==> config.mk <==
export PLATFORM = sky130hd
export DESIGN_NAME = cdb_arbiter_flat
export DESIGN_NICKNAME = d
export VERILOG_FILES = /design/src/rtl/cdb_pkg.sv /design/src/rtl/cdb_arbiter_if.sv /design/src/rtl/cdb_arbiter_result_fifo.sv /design/src/rtl/cdb_arbiter.sv /design/src/flat_wrapper.sv
export SDC_FILE = /design/constraint.sdc
export NUM_CORES = 1
export LEC_CHECK = 0
export ABC_AREA = 1
export CELL_PAD_IN_SITES_DETAIL_PLACEMENT = 0
export CELL_PAD_IN_SITES_GLOBAL_PLACEMENT = 1
export CORE_ASPECT_RATIO = 1.4
export CORE_MARGIN = 4
export CORE_UTILIZATION = 43
export DETAILED_ROUTE_END_ITERATION = 12
export GPL_TIMING_DRIVEN = 0
export PLACE_DENSITY = 0.91
export SYNTH_ARGS = -nofsm -noshare
export SYNTH_HDL_FRONTEND = slang
export SYNTH_SLANG_ARGS = --single-unit
==> constraint.sdc <==
create_clock -name clock -period 4 [get_ports clock]
set_clock_uncertainty 0.15 [all_clocks]
set_input_delay 0.8 -clock clock [delete_from_list [all_inputs] [get_ports clock]]
set_output_delay 0.8 -clock clock [all_outputs]
set_load 0.03 [all_outputs]
==> src/rtl/cdb_pkg.sv <==
`default_nettype none
// ============================================================================
//  Module      : cdb_pkg
//  Description : Shared types and default widths for the CDB arbiter slice.
//  Revision    : 1.0
// ============================================================================
package cdb_pkg;

    localparam int CDB_DATA_W    = 3;
    localparam int CDB_ROB_IDX_W = 2;
    localparam int CDB_DEPTH     = 2;

    typedef enum logic {
        SRC_ALU = 1'b0,
        SRC_MEM = 1'b1
    } cdb_src_e;

    typedef struct packed {
        logic [CDB_ROB_IDX_W-1:0] rob_idx;
        logic [CDB_DATA_W-1:0]    value;
    } cdb_entry_t;

    function automatic cdb_src_e other_src(input cdb_src_e s);
        return (s == SRC_ALU) ? SRC_MEM : SRC_ALU;
    endfunction

endpackage
`default_nettype wire

==> src/rtl/cdb_arbiter_if.sv <==
`default_nettype none
// ============================================================================
//  Module      : cdb_arbiter_if
//  Description : Producer handshakes, CDB broadcast and status of the arbiter.
//  Revision    : 1.0
// ============================================================================
interface cdb_arbiter_if
    import cdb_pkg::*;
#(
    parameter int DATA_W    = CDB_DATA_W,
    parameter int ROB_IDX_W = CDB_ROB_IDX_W
);
    logic                 flush;
    logic                 alu_valid;
    logic [ROB_IDX_W-1:0] alu_rob_idx;
    logic [DATA_W-1:0]    alu_value;
    logic                 alu_ready;
    logic                 mem_valid;
    logic [ROB_IDX_W-1:0] mem_rob_idx;
    logic [DATA_W-1:0]    mem_value;
    logic                 mem_ready;
    logic                 cdb_valid;
    logic [ROB_IDX_W-1:0] cdb_rob_idx;
    logic [DATA_W-1:0]    cdb_value;
    cdb_src_e             cdb_src;
    logic                 idle;
    logic                 drop_err;

    modport master (
        output flush,
        output alu_valid, alu_rob_idx, alu_value,
        input  alu_ready,
        output mem_valid, mem_rob_idx, mem_value,
        input  mem_ready,
        input  cdb_valid, cdb_rob_idx, cdb_value, cdb_src,
        input  idle, drop_err
    );

    modport slave (
        input  flush,
        input  alu_valid, alu_rob_idx, alu_value,
        output alu_ready,
        input  mem_valid, mem_rob_idx, mem_value,
        output mem_ready,
        output cdb_valid, cdb_rob_idx, cdb_value, cdb_src,
        output idle, drop_err
    );
endinterface
`default_nettype wire

==> src/rtl/cdb_arbiter_result_fifo.sv <==
`default_nettype none
// ============================================================================
//  Module      : result_fifo
//  Description : DEPTH-entry count-based FIFO with sync reset and clear.
//  Revision    : 1.0
// ============================================================================
module result_fifo #(
    parameter int WIDTH = 5,
    parameter int DEPTH = 2
) (
    input  wire logic             clk,
    input  wire logic             rst,
    input  wire logic             clear_i,
    input  wire logic             push_i,
    input  wire logic [WIDTH-1:0] data_i,
    input  wire logic             pop_i,
    output logic      [WIDTH-1:0] data_o,
    output logic                  empty_o,
    output logic                  full_o
);
    localparam int PTR_W = (DEPTH > 1) ? $clog2(DEPTH) : 1;
    localparam int CNT_W = $clog2(DEPTH + 1);

    logic [WIDTH-1:0] mem_q [DEPTH];
    logic [PTR_W-1:0] wr_ptr_q, wr_ptr_d;
    logic [PTR_W-1:0] rd_ptr_q, rd_ptr_d;
    logic [CNT_W-1:0] count_q, count_d;
    logic             do_push;
    logic             do_pop;

    function automatic logic [PTR_W-1:0] next_ptr(input logic [PTR_W-1:0] p);
        return (p == PTR_W'(DEPTH - 1)) ? '0 : p + PTR_W'(1);
    endfunction

    assign empty_o = (count_q == '0);
    assign full_o  = (count_q == CNT_W'(DEPTH));
    assign data_o  = mem_q[rd_ptr_q];
    assign do_push = push_i && !full_o;
    assign do_pop  = pop_i && !empty_o;

    always_comb begin
        wr_ptr_d = wr_ptr_q;
        rd_ptr_d = rd_ptr_q;
        count_d  = count_q;
        if (do_push) wr_ptr_d = next_ptr(wr_ptr_q);
        if (do_pop)  rd_ptr_d = next_ptr(rd_ptr_q);
        if (do_push && !do_pop)      count_d = count_q + CNT_W'(1);
        else if (do_pop && !do_push) count_d = count_q - CNT_W'(1);
        if (clear_i) begin
            wr_ptr_d = '0;
            rd_ptr_d = '0;
            count_d  = '0;
        end
    end

    always_ff @(posedge clk) begin
        if (rst) begin
            wr_ptr_q <= '0;
            rd_ptr_q <= '0;
            count_q  <= '0;
        end else begin
            wr_ptr_q <= wr_ptr_d;
            rd_ptr_q <= rd_ptr_d;
            count_q  <= count_d;
        end
    end

    // Storage needs no reset: entries are only observed while counted valid.
    always_ff @(posedge clk) begin
        if (do_push) mem_q[wr_ptr_q] <= data_i;
    end

endmodule
`default_nettype wire

==> src/rtl/cdb_arbiter.sv <==
`default_nettype none
// ============================================================================
//  Module      : cdb_arbiter
//  Description : Round-robin sharing of the registered CDB between ALU and MEM.
//  Revision    : 1.0
// ============================================================================
module cdb_arbiter
    import cdb_pkg::*;
#(
    parameter int DATA_W    = CDB_DATA_W,
    parameter int ROB_IDX_W = CDB_ROB_IDX_W,
    parameter int DEPTH     = CDB_DEPTH
) (
    input wire logic      clock,
    input wire logic      reset,
    cdb_arbiter_if.slave  bus
);
    localparam int ENT_W = ROB_IDX_W + DATA_W;

    logic [ENT_W-1:0]     alu_in, mem_in;
    logic [ENT_W-1:0]     alu_head, mem_head;
    logic [ENT_W-1:0]     alu_ent, mem_ent;
    logic                 alu_empty, alu_full, mem_empty, mem_full;
    logic                 alu_acc, mem_acc;
    logic                 alu_elig, mem_elig;
    logic                 alu_gnt, mem_gnt;
    logic                 alu_push, mem_push;
    logic                 alu_pop, mem_pop;

    cdb_src_e             rr_q, rr_d;
    logic                 cdb_valid_q, cdb_valid_d;
    logic [ROB_IDX_W-1:0] cdb_rob_idx_q, cdb_rob_idx_d;
    logic [DATA_W-1:0]    cdb_value_q, cdb_value_d;
    cdb_src_e             cdb_src_q, cdb_src_d;
    logic                 drop_err_q, drop_err_d;

    assign alu_in = {bus.alu_rob_idx, bus.alu_value};
    assign mem_in = {bus.mem_rob_idx, bus.mem_value};

    // Ready is purely count-based so it never combinationally depends on valid.
    assign bus.alu_ready = !alu_full;
    assign bus.mem_ready = !mem_full;

    assign alu_acc  = bus.alu_valid && !alu_full && !bus.flush;
    assign mem_acc  = bus.mem_valid && !mem_full && !bus.flush;
    assign alu_elig = !alu_empty || alu_acc;
    assign mem_elig = !mem_empty || mem_acc;
    assign alu_ent  = alu_empty ? alu_in : alu_head;
    assign mem_ent  = mem_empty ? mem_in : mem_head;

    always_comb begin
        alu_gnt = 1'b0;
        mem_gnt = 1'b0;
        if (alu_elig && mem_elig) begin
            if (rr_q == SRC_ALU) alu_gnt = 1'b1;
            else                 mem_gnt = 1'b1;
        end else begin
            alu_gnt = alu_elig;
            mem_gnt = mem_elig;
        end
    end

    // A granted input arriving at an empty FIFO bypasses storage entirely.
    assign alu_push = alu_acc && !(alu_empty && alu_gnt);
    assign mem_push = mem_acc && !(mem_empty && mem_gnt);
    assign alu_pop  = alu_gnt && !alu_empty;
    assign mem_pop  = mem_gnt && !mem_empty;

    result_fifo #(.WIDTH(ENT_W), .DEPTH(DEPTH)) u_alu_fifo (
        .clk     (clock),
        .rst     (reset),
        .clear_i (bus.flush),
        .push_i  (alu_push),
        .data_i  (alu_in),
        .pop_i   (alu_pop),
        .data_o  (alu_head),
        .empty_o (alu_empty),
        .full_o  (alu_full)
    );

    result_fifo #(.WIDTH(ENT_W), .DEPTH(DEPTH)) u_mem_fifo (
        .clk     (clock),
        .rst     (reset),
        .clear_i (bus.flush),
        .push_i  (mem_push),
        .data_i  (mem_in),
        .pop_i   (mem_pop),
        .data_o  (mem_head),
        .empty_o (mem_empty),
        .full_o  (mem_full)
    );

    always_comb begin
        rr_d = rr_q;
        if (bus.flush)    rr_d = SRC_ALU;
        else if (alu_gnt) rr_d = other_src(SRC_ALU);
        else if (mem_gnt) rr_d = other_src(SRC_MEM);
    end

    always_comb begin
        cdb_valid_d   = 1'b0;
        cdb_rob_idx_d = cdb_rob_idx_q;
        cdb_value_d   = cdb_value_q;
        cdb_src_d     = cdb_src_q;
        if (bus.flush) begin
            cdb_rob_idx_d = '0;
            cdb_value_d   = '0;
            cdb_src_d     = SRC_ALU;
        end else if (alu_gnt) begin
            cdb_valid_d   = 1'b1;
            cdb_rob_idx_d = alu_ent[ENT_W-1 -: ROB_IDX_W];
            cdb_value_d   = alu_ent[DATA_W-1:0];
            cdb_src_d     = SRC_ALU;
        end else if (mem_gnt) begin
            cdb_valid_d   = 1'b1;
            cdb_rob_idx_d = mem_ent[ENT_W-1 -: ROB_IDX_W];
            cdb_value_d   = mem_ent[DATA_W-1:0];
            cdb_src_d     = SRC_MEM;
        end
    end

    // Sticky until reset; flush deliberately leaves it set.
    assign drop_err_d = drop_err_q
                      || (bus.alu_valid && alu_full)
                      || (bus.mem_valid && mem_full);

    always_ff @(posedge clock) begin
        if (reset) begin
            rr_q          <= SRC_ALU;
            cdb_valid_q   <= 1'b0;
            cdb_rob_idx_q <= '0;
            cdb_value_q   <= '0;
            cdb_src_q     <= SRC_ALU;
            drop_err_q    <= 1'b0;
        end else begin
            rr_q          <= rr_d;
            cdb_valid_q   <= cdb_valid_d;
            cdb_rob_idx_q <= cdb_rob_idx_d;
            cdb_value_q   <= cdb_value_d;
            cdb_src_q     <= cdb_src_d;
            drop_err_q    <= drop_err_d;
        end
    end

    assign bus.cdb_valid   = cdb_valid_q;
    assign bus.cdb_rob_idx = cdb_rob_idx_q;
    assign bus.cdb_value   = cdb_value_q;
    assign bus.cdb_src     = cdb_src_q;
    assign bus.drop_err    = drop_err_q;
    assign bus.idle        = alu_empty && mem_empty && !cdb_valid_q;

endmodule
`default_nettype wire

==> src/flat_wrapper.sv <==
// flat-port wrapper written by rule: the top's interface ports become plain ports
module cdb_arbiter_flat import cdb_pkg::*;
#(
    parameter int DATA_W    = CDB_DATA_W,
    parameter int ROB_IDX_W = CDB_ROB_IDX_W,
    parameter int DEPTH     = CDB_DEPTH
)
  (clock, reset, bus_flush, bus_alu_valid, bus_alu_rob_idx, bus_alu_value, bus_alu_ready, bus_mem_valid, bus_mem_rob_idx, bus_mem_value, bus_mem_ready, bus_cdb_valid, bus_cdb_rob_idx, bus_cdb_value, bus_cdb_src, bus_idle, bus_drop_err);
  cdb_arbiter_if #(.DATA_W(DATA_W), .ROB_IDX_W(ROB_IDX_W)) bus_i ();
  input wire logic clock;
  input wire logic reset;
  input wire logic [$bits(bus_i.flush)-1:0] bus_flush;
  input wire logic [$bits(bus_i.alu_valid)-1:0] bus_alu_valid;
  input wire logic [$bits(bus_i.alu_rob_idx)-1:0] bus_alu_rob_idx;
  input wire logic [$bits(bus_i.alu_value)-1:0] bus_alu_value;
  output wire logic [$bits(bus_i.alu_ready)-1:0] bus_alu_ready;
  input wire logic [$bits(bus_i.mem_valid)-1:0] bus_mem_valid;
  input wire logic [$bits(bus_i.mem_rob_idx)-1:0] bus_mem_rob_idx;
  input wire logic [$bits(bus_i.mem_value)-1:0] bus_mem_value;
  output wire logic [$bits(bus_i.mem_ready)-1:0] bus_mem_ready;
  output wire logic [$bits(bus_i.cdb_valid)-1:0] bus_cdb_valid;
  output wire logic [$bits(bus_i.cdb_rob_idx)-1:0] bus_cdb_rob_idx;
  output wire logic [$bits(bus_i.cdb_value)-1:0] bus_cdb_value;
  output wire logic [$bits(bus_i.cdb_src)-1:0] bus_cdb_src;
  output wire logic [$bits(bus_i.idle)-1:0] bus_idle;
  output wire logic [$bits(bus_i.drop_err)-1:0] bus_drop_err;
  assign bus_i.flush = bus_flush;
  assign bus_i.alu_valid = bus_alu_valid;
  assign bus_i.alu_rob_idx = bus_alu_rob_idx;
  assign bus_i.alu_value = bus_alu_value;
  assign bus_alu_ready = bus_i.alu_ready;
  assign bus_i.mem_valid = bus_mem_valid;
  assign bus_i.mem_rob_idx = bus_mem_rob_idx;
  assign bus_i.mem_value = bus_mem_value;
  assign bus_mem_ready = bus_i.mem_ready;
  assign bus_cdb_valid = bus_i.cdb_valid;
  assign bus_cdb_rob_idx = bus_i.cdb_rob_idx;
  assign bus_cdb_value = bus_i.cdb_value;
  assign bus_cdb_src = bus_i.cdb_src;
  assign bus_idle = bus_i.idle;
  assign bus_drop_err = bus_i.drop_err;
  cdb_arbiter #(.DATA_W(DATA_W), .ROB_IDX_W(ROB_IDX_W), .DEPTH(DEPTH)) u_core (.clock(clock), .reset(reset), .bus(bus_i));
endmodule
## Word level (Yosys, flattened, before mapping)

Memories as Yosys holds them, arrays and structs flattened. A register that Yosys moved wholly into a read port is not among the register bits.
Cells that the tools add are included.

| word-level totals | value |
|---|---|
| flip-flop bits (word level) | 17 |
| bits in writable memories | 20 |
| bits of input ports | 15 |
| output and inout bits | 11 |
| logic and storage cells | 100 |
| memories kept | 2 |

| operators by class | value |
|---|---|
| $add $sub $neg | 8 |
| equal/unequal tests | 2 |
| mux-type cells | 30 |
| reductions and logical operators | 46 |

Memory list:

| memory | words | width | read ports | clocked after Yosys merged registers in | wr ports | RTL line | RTL |
|---|---|---|---|---|---|---|---|
| u_core.u_alu_fifo.mem_q | 2 | 5 | 1 | 1 | 1 | cdb_arbiter_result_fifo.sv:24 | `logic [WIDTH-1:0] mem_q [DEPTH];` |
| u_core.u_mem_fifo.mem_q | 2 | 5 | 1 | 1 | 1 | cdb_arbiter_result_fifo.sv:24 |  |

Operators with widths:

| cell | count |
|---|---|
| logical AND 1 bit | 23 |
| 2-to-1 mux 1 bit | 20 |
| zero test 1 bit | 12 |
| 2-to-1 mux 2 bit | 6 |
| 2-to-1 mux 5 bit | 2 |
| 2-to-1 mux 3 bit | 2 |
| nonzero test 2 bit | 3 |
| adder 1 bit, second input constant | 4 |
| adder 2 x 1 -> 2 bit, second input constant | 2 |
| == test 2 bit, second input constant | 2 |
| zero test 2 bit | 2 |
| logical OR 1 bit | 4 |
| subtractor 2 x 1 -> 2 bit, second input constant | 2 |
| OR reduction 3 bit | 1 |
| OR reduction 2 bit | 1 |

## Longest topological paths before layout

| depth | value |
|---|---|
| depth after elaboration | 15 |
| gate-level depth with buffers | 12 |
| gate-level depth less buffers | 12 |

## Cells and area by module

From an unflattened synthesis, not the netlist that was laid out.

| second synthesis, totals | value |
|---|---|
| cells, all modules | 192 |
| area, all modules | 1825.5 um^2 |

Modules (own cells, without submodules):

| module | times used | cells each | area each (um^2) | seq. area each (um^2) |
|---|---|---|---|---|
| result_fifo | 2 | 52 | 596.8 | 400.4 |
| cdb_arbiter | 1 | 88 | 631.9 | 180.2 |

## Worst setup path after synthesis

No wires, ideal clock.

| timing | value |
|---|---|
| kind | flip-flop to output port |
| from | register u_core.u_mem_fifo.count_q[1] |
| to | output bus_idle |
| arrival | 1.290 ns |
| required time | 3.050 ns |
| path slack | 1.760 ns |
| stages on the path, launching flop included | 4 |
| buffers on the path | 0 |
| cell sequence | dfxtp_1 -> nor2_4 -> inv_2 -> nor3_1 |

| on the way | value |
|---|---|
| word-level cells in the longest chain between the ends | 3 |

Ends and longest elaborated chain:

| element | RTL line | RTL |
|---|---|---|
| from (decl) | cdb_arbiter_result_fifo.sv:27 | `logic [CNT_W-1:0] count_q, count_d;` |
| from (signal assigned) | cdb_arbiter_result_fifo.sv:64 | `count_q <= count_d;` |
| zero test 2 bit | cdb_arbiter_result_fifo.sv:35 | `assign empty_o = (count_q == '0);` |
| logical AND 1 bit (2 in series) | cdb_arbiter.sv:150 | `assign bus.idle = alu_empty && mem_empty && !cdb_valid_q;` |
| to (decl) | flat_wrapper.sv:25 | `output wire logic [$bits(bus_i.idle)-1:0] bus_idle;` |

Every way passes these cells.

## Final worst setup path

| timing | value |
|---|---|
| from | register u_core.u_alu_fifo.count_q[0] |
| to | output bus_idle |

| on the way | value |
|---|---|
| word-level cells in the longest chain between the ends | 3 |

Ends and longest elaborated chain:

| element | RTL line |
|---|---|
| from (decl) | cdb_arbiter_result_fifo.sv:27 |
| from (signal assigned) | cdb_arbiter_result_fifo.sv:64 |
| zero test 2 bit | cdb_arbiter_result_fifo.sv:35 |
| logical AND 1 bit (2 in series) | cdb_arbiter.sv:150 |

Every way passes these cells.

==> results.toml <==
[drt]
via_count = 1385
via_per_inst = 4.83
drc = 0
wl_per_cell_microns = 11.9
drtIter0Drc = 42
ant_nets = 0
drt-pass1-iter-count = 4
wirelength_microns = 3420

[yosys]
seq_area_frac_synth_pct = 53.3
yosysMostFrequentCell = "nand2_1"
synth_edf_count = 20
yosysTopAreaCell = "edfxtp_1"
synth-seq-cells = 39
async_flop_share_pct = 0
synth_ff_type = "edfxtp_1"
syn_area_per_cell_sq_um = 8.73
synth_commonest_cells = "nand2_1, nand3_1, inv_1"
yosys-top-cells-area = "edfxtp_1, dfxtp_1, nand2_1"
ys_warn_count = 0
syn_nets = 228
netlist_area_sq_um = 1840
synth_top_area_share_pct = 32.6
yosysUniqueCellTypes = 24
synthCells = 211

[cts]
cts_tree = "yes"
ctsHoldBuffers = 0
cts-root-buf = "clkbuf_8"
cts_max_path_buffers = 2
post_cts_buffers = 0
h-tree-depth = 2
cts.sinks = 39
clkTransAtPathRegs_ns = 0.08
clk_latency_ns = 0.29
cts_made_buffers = 5
cts_resized = 0

[setup_path]
endpoint_kind = "output port"
path_max_fanout = 9
path_class = "reg -> out"
start_kind = "flip-flop"
crit_arrival_ns = 1.89
crit_required_ns = 3.05

[floorplanning]
dieHeight_microns = 85.4
rows = 27
core_area_sq_um = 4020
ioPinCount = 26
fp.dieW_microns = 63.3
dieArea_sq_um = 5410
start_util_pct = 45.8

[grt]
antenna_found_initial = 0
grt_usage_pct = 14.4
grt-ovfl-total = 0
grt_pass1_vias = 1372
grt_max_degree = 14
grt_pass1_wl_microns = 6010

[finish]
fillers = 370
multiInputGateArea_sq_um = 753
n_antenna_cell = 0
synthToLayoutAreaGrowth_pct = 23.6
drive_gt1_share_pct = 13.1
register_area_sq_um = 981
nets = 260

[power]
p_total_w = 0.000925
p_leak_nw = 0.955
ir_drop_mv = 0.278
powerDensity_nw_per_um2 = 406

[sta]
slew_headroom_pct = 71.7
worst_slack_ns = 1.16
rsz0062_at_grt = "false"
whs_ns = 0.321
maxClockFrequency_ghz = 0.352
setup_violations = 0
worstMarginPinSlew_ns = 0.423
final_max_slew_viol_count = 0
period_needed_ns = 2.84
fin_crit_sh_pct = 71.0
finalSetupTns_ns = 0
hold_violations = 0

[status]
status = "finished clean"

[placement]
port_buffers = 25
post-place-ws_ns = 1.13
gp_congestion = 0.746
dp_hpwl_microns = 2650

[job]
drv_cap = 0

[hold_path]
hold_class = "reg -> reg"
## logic make-up after synthesis
family          after synthesis  share of synthesized area, %
compound gates               18                          5.10
fa+ha+maj                     2                          1.36
buf+inv                      28                          5.84
flops                        39                          53.3
simple gates                124                          34.4
## sequential cells by signal, indices dropped and copies added, names as in the netlist, named ones only
name and cells:
u_core.u_alu_fifo.rd_ptr_q 1, u_core.bus.cdb_valid 1, u_core.bus.cdb_rob_idx 2, u_core.rr_q 1
u_core.bus.cdb_value 3, u_core.u_alu_fifo.wr_ptr_q 1, u_core.bus.cdb_src 1, u_core.u_mem_fifo.rd_ptr_q 1
u_core.u_alu_fifo.mem_q 10, u_core.u_mem_fifo.wr_ptr_q 1, u_core.u_mem_fifo.mem_q 10, u_core.u_alu_fifo.count_q 2
u_core.u_mem_fifo.count_q 2, u_core.bus.drop_err 1
## critical path, stage by stage (launching register included)
cell             delay, ns
dfxtp_1               0.36
inv_2                 0.16
nand2_2               0.17
nor3_1                0.21
clkdlybuf4s50_1       0.70
## cell usage in the layout (no fill, tap or decap)
| cell | n |
|---|---|
| nand2_1 | 65 |
| nand3_1 | 29 |
| clkdlybuf4s50_1 | 25 |
| inv_1 | 22 |
| edfxtp_1 | 20 |
| dfxtp_1 | 19 |
| a21oi_1 | 12 |
| nor2_1 | 10 |
| nand2_4 | 5 |
| clkbuf_8 | 5 |
| inv_2 | 4 |
| o21ai_0 | 4 |
| nand2_2 | 3 |
| nor2_4 | 2 |
| nand2_8 | 2 |
| nand3_2 | 2 |
| or2_0 | 2 |
| ha_1 | 2 |
| clkinv_2 | 1 |
| nor3_1 | 1 |
| or2_2 | 1 |
| buf_2 | 1 |
| o21ai_1 | 1 |
| a31o_2 | 1 |
| nor2_8 | 1 |
| nor2_2 | 1 |
| clkbuf_16 | 1 |
| bufinv_16 | 1 |
| clkinvlp_4 | 1 |
## final cells by class
| cell class | count | share of cell area (%) |
|---|---|---|
| flip-flops and latches | 39 | 43.1 |
| multi-input cells | 144 | 33.1 |
| repair buffers | 25 | 11.0 |
| inverters | 27 | 4.51 |
| clock buffers | 6 | 4.12 |
| well taps | 43 | 2.36 |
| clock inverters | 2 | 1.65 |
| plain buffers | 1 | 0.220 |
## power by group
group	internal (W)	leakage [nW]	total [W]	switching [W]
sequential	0.000429	0.334	0.000436	0.00000676
clock	0.000224	0.0626	0.000366	0.000143
combinational	0.0000497	0.558	0.000123	0.0000729
total	0.000702	0.955	0.000925	0.000223
## worst paths after layout
path,from,end,slack [ns],cells past startpoint
setup reg to reg,u_core.u_alu_fifo.count_q[1],u_core.u_mem_fifo.count_q[1],1.99,11
hold reg to reg,u_core.bus.cdb_rob_idx[1],u_core.bus.cdb_rob_idx[1],0.32,2
setup / recovery,u_core.u_alu_fifo.count_q[0],bus_idle,1.16,4
hold / removal,u_core.bus.cdb_rob_idx[1],u_core.bus.cdb_rob_idx[1],0.32,2
## metrics by stage
stage	cell area [sq um]	util [%]	std cells
after CTS	2280	56.6	287
after global placement	2150	53.4	279
final	2280	56.6	287
after floorplan	1840	-	211
after global routing	2280	56.6	287
after detailed placement	2150	53.4	279
## layer usage
metal / up-vias / wire length, microns / GRT usage, %
met5: - / 0 / 0
met4: 0 / 60 / 6.09
met3: 6 / 136 / 5.17
met2: 22 / 1780 / 26.1
met1: 608 / 1440 / 14.9
li1: 749 / - / -
(Power assumes the default switching activity.)
